[config.mk]
export PLATFORM = sky130hd
export DESIGN_NAME = pin_entry_collector
export DESIGN_NICKNAME = d
export VERILOG_FILES = /design/src/rtl/pin_entry_pkg.sv /design/src/rtl/inactivity_timer.sv /design/src/rtl/pin_entry_collector.sv
export SDC_FILE = /design/constraint.sdc
export NUM_CORES = 1
export LEC_CHECK = 0
export ABC_AREA = 1
export CAP_MARGIN = 5
export CELL_PAD_IN_SITES_DETAIL_PLACEMENT = 0
export CELL_PAD_IN_SITES_GLOBAL_PLACEMENT = 2
export CORE_ASPECT_RATIO = 0.5
export CORE_UTILIZATION = 29
export CTS_CLUSTER_SIZE = 8
export DETAILED_ROUTE_END_ITERATION = 8
export GPL_TIMING_DRIVEN = 0
export PLACE_DENSITY_LB_ADDON = 0.3
export REMOVE_ABC_BUFFERS = 1
export SLEW_MARGIN = 25
export SYNTH_ARGS = -nofsm -noshare
export SYNTH_HDL_FRONTEND = slang
export SYNTH_HIERARCHICAL = 1
export SYNTH_SLANG_ARGS = --single-unit
[constraint.sdc]
create_clock -name clk -period 2.65 [get_ports clk]
set_input_delay 0.53 -clock clk [delete_from_list [all_inputs] [get_ports clk]]
set_output_delay 0.53 -clock clk [all_outputs]
set_load 0.01 [all_outputs]
[src/rtl/pin_entry_pkg.sv]
// Shared types and key codes for the keypad PIN entry collector.
// Decoding is pure combinational; no state lives here.
package pin_entry_pkg;

  typedef enum logic [1:0] {
    ST_IDLE  = 2'd0,
    ST_ENTRY = 2'd1,
    ST_HOLD  = 2'd2
  } pin_state_t;

  localparam logic [3:0] KEY_SUBMIT    = 4'd15;
  localparam logic [3:0] KEY_BACKSPACE = 4'd14;
  localparam logic [3:0] KEY_CLEAR     = 4'd10;

  typedef struct packed {
    logic       is_digit;
    logic       is_submit;
    logic       is_bksp;
    logic       is_clear;
    logic [3:0] digit;
  } key_t;

  // Codes 11..13 decode to no class at all and end up rejected.
  function automatic key_t decode_key(input logic [3:0] code);
    key_t k;
    k.is_digit  = (code <= 4'd9);
    k.is_submit = (code == KEY_SUBMIT);
    k.is_bksp   = (code == KEY_BACKSPACE);
    k.is_clear  = (code == KEY_CLEAR);
    k.digit     = code;
    return k;
  endfunction

endpackage

[src/rtl/inactivity_timer.sv]
// Counts cycles while enabled; expired is high on the last count (TIMEOUT_CYCLES-1).
// Latency: expired is combinational from the count; no backpressure, clr wins over en.
module inactivity_timer #(
  parameter int TIMEOUT_CYCLES = 5000
) (
  input  logic clk,
  input  logic reset,
  input  logic clr,
  input  logic en,
  output logic expired
);

  localparam int CW = (TIMEOUT_CYCLES > 1) ? $clog2(TIMEOUT_CYCLES) : 1;
  localparam logic [CW-1:0] LAST = CW'(TIMEOUT_CYCLES - 1);

  logic [CW-1:0] count;

  // Saturates at LAST so a held-off expiry cannot wrap into a second window.
  always_ff @(posedge clk) begin
    if (reset) begin
      count <= '0;
    end else if (clr) begin
      count <= '0;
    end else if (en && (count != LAST)) begin
      count <= count + 1'b1;
    end
  end

  assign expired = en && (count == LAST);

endmodule

[src/rtl/pin_entry_collector.sv]
// Collects keypad digits into a PIN and hands it off with a pin_valid/pin_ready handshake.
// Key responses and timeout pulse one cycle after the key edge; HOLD stalls until pin_ready.
module pin_entry_collector
  import pin_entry_pkg::*;
#(
  parameter int MAX_DIGITS     = 8,
  parameter int MIN_DIGITS     = 4,
  parameter int TIMEOUT_CYCLES = 5000
) (
  input  logic                               clk,
  input  logic                               reset,
  input  logic [3:0]                         tecla_value,
  input  logic                               tecla_valid,
  input  logic                               pin_ready,
  output logic [4*MAX_DIGITS-1:0]            pin_digits,
  output logic [$clog2(MAX_DIGITS+1)-1:0]    pin_len,
  output logic                               pin_valid,
  output logic                               key_ack,
  output logic                               key_reject,
  output logic                               timeout
);

  localparam int LW = $clog2(MAX_DIGITS + 1);
  localparam int DW = 4 * MAX_DIGITS;
  localparam logic [LW-1:0] MAX_LEN = LW'(MAX_DIGITS);
  localparam logic [LW-1:0] MIN_LEN = LW'(MIN_DIGITS);
  localparam logic [LW-1:0] ONE     = LW'(1);

  pin_state_t    state;
  pin_state_t    state_nxt;
  logic          tecla_valid_q;
  logic          key_evt;
  key_t          key;
  logic          expired;
  logic          tmo_fire;
  logic          pin_take;
  logic          in_entry;
  logic          has_room;
  logic          can_submit;
  logic [DW-1:0] digits_nxt;
  logic [LW-1:0] len_nxt;
  logic          ack_d;
  logic          rej_d;
  logic          tmo_d;

  assign key_evt    = tecla_valid && !tecla_valid_q;
  assign key        = decode_key(tecla_value);
  assign in_entry   = (state == ST_ENTRY);
  assign has_room   = (pin_len < MAX_LEN);
  assign can_submit = (pin_len >= MIN_LEN);
  assign pin_valid  = (state == ST_HOLD);
  assign pin_take   = pin_valid && pin_ready;
  // A key arriving on the expiry cycle takes priority over the timeout.
  assign tmo_fire   = expired && !key_evt;

  inactivity_timer #(
    .TIMEOUT_CYCLES(TIMEOUT_CYCLES)
  ) u_timer (
    .clk    (clk),
    .reset  (reset),
    .clr    (key_evt || tmo_fire),
    .en     (in_entry),
    .expired(expired)
  );

  always_ff @(posedge clk) begin
    if (reset) begin
      state <= ST_IDLE;
    end else begin
      state <= state_nxt;
    end
  end

  always_comb begin
    state_nxt = state;
    case (state)
      ST_IDLE, ST_ENTRY: begin
        if (key_evt) begin
          if (key.is_digit && has_room) begin
            state_nxt = ST_ENTRY;
          end else if (key.is_bksp && in_entry) begin
            state_nxt = (pin_len == ONE) ? ST_IDLE : ST_ENTRY;
          end else if (key.is_clear && in_entry) begin
            state_nxt = ST_IDLE;
          end else if (key.is_submit && can_submit) begin
            state_nxt = ST_HOLD;
          end
        end else if (tmo_fire) begin
          state_nxt = ST_IDLE;
        end
      end
      ST_HOLD: begin
        if (pin_take) begin
          state_nxt = ST_IDLE;
        end
      end
      default: state_nxt = ST_IDLE;
    endcase
  end

  always_comb begin
    digits_nxt = pin_digits;
    len_nxt    = pin_len;
    ack_d      = 1'b0;
    rej_d      = 1'b0;
    tmo_d      = 1'b0;
    if (state == ST_HOLD) begin
      rej_d = key_evt;
      if (pin_take) begin
        digits_nxt = '0;
        len_nxt    = '0;
      end
    end else if (key_evt) begin
      if (key.is_digit) begin
        if (has_room) begin
          digits_nxt = (pin_digits << 4) | DW'(key.digit);
          len_nxt    = pin_len + ONE;
          ack_d      = 1'b1;
        end else begin
          rej_d = 1'b1;
        end
      end else if (key.is_bksp) begin
        if (in_entry) begin
          digits_nxt = pin_digits >> 4;
          len_nxt    = pin_len - ONE;
          ack_d      = 1'b1;
        end else begin
          rej_d = 1'b1;
        end
      end else if (key.is_clear) begin
        if (in_entry) begin
          digits_nxt = '0;
          len_nxt    = '0;
          ack_d      = 1'b1;
        end else begin
          rej_d = 1'b1;
        end
      end else if (key.is_submit) begin
        ack_d = can_submit;
        rej_d = !can_submit;
      end else begin
        rej_d = 1'b1;
      end
    end else if (tmo_fire) begin
      digits_nxt = '0;
      len_nxt    = '0;
      tmo_d      = 1'b1;
    end
  end

  // Reset leaves tecla_valid_q high so a key held through reset is not an edge.
  always_ff @(posedge clk) begin
    if (reset) begin
      tecla_valid_q <= 1'b1;
      pin_digits    <= '0;
      pin_len       <= '0;
      key_ack       <= 1'b0;
      key_reject    <= 1'b0;
      timeout       <= 1'b0;
    end else begin
      tecla_valid_q <= tecla_valid;
      pin_digits    <= digits_nxt;
      pin_len       <= len_nxt;
      key_ack       <= ack_d;
      key_reject    <= rej_d;
      timeout       <= tmo_d;
    end
  end

endmodule

==> run summary <==
DRC viols: 0
Buffers on Ports: 47
Synth area leaders: dfxtp_1 35%, nand2_1 17%, nor2_1 8.4%
Num Clock Sinks: 55
post-synth top area share: 35.09%
clock period minus worst slack: 2391 ps
max cap viols: 0
global route total overflow: 0
Via density: 4.606
clk buf depth: 2
total CTS buffers: 5
Overall Power: 1.892 mW
drt first pass iters: 4
initial DRC count: 151
Buf+Inv Stages, Crit Path: 2
post-synthesis cell area: 3138 um2
Core Util, Final: 37.51%
GR Util met3: 3.293%
Critical-path top delay cell: clkdlybuf4s50_1
RSZ-0062 raised after global routing: no
crit path max fanout: 15
R2R cell count: 14
Synth warnings: 6
core area: 10340 um2
top cells by count, synth: 146 x nand2_1, 70 x nor2_1, 55 x dfxtp_1
Nets: 544
Setup violations, final: 0
post-route clock period utilization: 90.24%
largest net degree at the start of global routing: 59
VDD IR max: 0.2267 mV
critical path capture point type: flip-flop
Critical Path RT: 2890 ps
Hold Path Cell Cnt: 2
sequential fraction of the synthesis area: 35.09%
Synth Instances: 495
Place WS: -840.9 ps
met1 usage: 22.42%
Final Max Tran Viols: 0
CP startpoint kind: primary input
via count: 3100
post-synth top area cell: dfxtp_1
Mean Syn Cell Area: 6.339 um2
FF/Latch Area: 1101 um2
fraction of registers with async set/reset: 0%
Setup CP Type: primary input to flip-flop
routing usage on met2: 27.55%
I/O Pins: 48
HP Class: flip-flop to flip-flop
PnR worst setup slack: 258.7 ps
total global-route track usage: 16.48%
stages on the worst setup path: 9
EDFF count, synth: 0
Slew @ Worst Pin: 865.2 ps
most numerous cell in the Yosys netlist: nand2_1
antenna cell count: 0
num rows: 26
Slew HR: 42.31%
Setup TNS Final: 0 ps
initial core utilization: 30.33%
die area: 11270 um2
WL per Instance: 13.07 um
Yosys cell types: 33
Filler Cell Count: 1178
Worst-path clk slew: 70 ps
CTS H-tree lvls: 2
Die Wd: 149.1 um
post-synthesis register bit count: 55
static leakage: 1.417 nW
Multi-input gate area: 1727 um2
antenna viol nets, final: 0
Worst EP arrival: 2630 ps
busiest layer in global routing: met2
worst skew pair latency: 300 ps
initial antenna violation count: 0
Worst path max stage delay: 470 ps
layout cells sized above 1: 6.191%
Clock Skew: 11.01 ps
power density cells: 487.7 nW/um2
Most used DFF post-synth: dfxtp_1
Area Overhead vs Synth: 23.64%
gpl congestion: 0.7948
vias in the first global route: 2827
fin cells: 673
Die Span Y: 75.56 um
cell family with most CP delay: simple AND/OR/NAND/NOR gates
crit path cell chain: clkdlybuf4s50_1, nand2_1, nor2_4, inv_1, a21oi_2, nand2_1, nand2_1, nand2_1, nor2_1
TritonCTS clock tree: built
hold bufs inserted after CTS: 0
Achievable Freq: 418.2 MHz
Post-Route WL: 8797 um
Placed Instances: 663
HPWL Detailed: 5773 um
Most Frequent Cell on Critical Path: nand2_1
Hold Vio Cnt, Final: 0
clock root cell: clkbuf_16
status: finished clean
first-pass GRT wire length: 14550 um
placed cells by master, fill, tap and decap left out, types with 5 or more instances in the layout:
master / netlist / layout
nand4_1: 6 / 6
inv_1: 49 / 49
nand2_1: 146 / 146
xor2_1: 6 / 6
o21ai_0: 49 / 49
dfxtp_1: 55 / 55
nand3_1: 21 / 21
o21ai_1: 9 / 9
clkdlybuf4s50_1: 0 / 46
a21oi_1: 30 / 30
clkbuf_16: 0 / 5
nor2_1: 70 / 70
logic make-up (layout without fill, tap and decap cells):
kind of cell / count (synthesis) / in the layout / synth area share [%]
and+or+nand+nor: 260 / 260 / 35.13
AOI/OAI and AO/OA: 96 / 97 / 16.19
buffers and inverters: 74 / 111 / 10.33
DFF: 55 / 55 / 35.09
xor gates and xnor gates: 6 / 6 / 1.675
adders and majority gates: 4 / 4 / 1.595
tightest hold or removal path: stages (launching register included):
cell	delay, ps
dfxtp_1	320
nand2_1	60
a21oi_1	50
final cells by class:
class                      instances  share of cell area, %
multi-input combinational        367                  44.50
sequential                        55                  28.38
timing repair buffer              49                  12.90
inverter                          54                  5.353
tap                              140                  4.515
clock buffer                       5                  3.225
clock inverter                     3                  1.129
report_power, final:
group          switching, mW  internal, mW
clock network          0.322         0.447
logic                  0.152        0.0979
registers             0.0220         0.851
per-stage QoR:
step,hold WS [ps],area [um2]
floorplan,467.2,3017
global placement,480.5,3662
detailed placement,477.1,3685
CTS,488.4,3872
global route,522.4,3880
finish,484.4,3880
registers in the layout, indices dropped and copies added (netlist names):
| name | flops |
|---|---|
| pin_len | 4 |
| u_timer/count | 13 |
| key_ack | 1 |
| timeout | 1 |
| key_reject | 1 |
| tecla_valid_q | 1 |
| state | 2 |
| pin_digits | 32 |
worst paths after layout:
kind / to / from / slack, ps
worst max-delay path: pin_len[2] / tecla_valid / 260
worst min-delay path: pin_digits[26] / pin_digits[26] / 480
worst max register to register: pin_digits[13] / u_timer/count[0] / 350
worst min register to register: pin_digits[26] / pin_digits[26] / 480
per-layer routing:
metal  vias up  share of wire (%)
met5         -                  0
met4         0               0.61
met3         7                3.2
met2        44                 45
met1      1405                 51
li1       1644                  -
repair_timing:
action / 4_1_cts / 5_1_grt
endpoints found under the setup margin: 35 / 26
pin swaps: 1 / 0
resized for setup: 1 / 1
buffers inserted: 1 / 0
gates cloned: 1 / 0
Note: power is estimated with default switching activity, not from simulation.
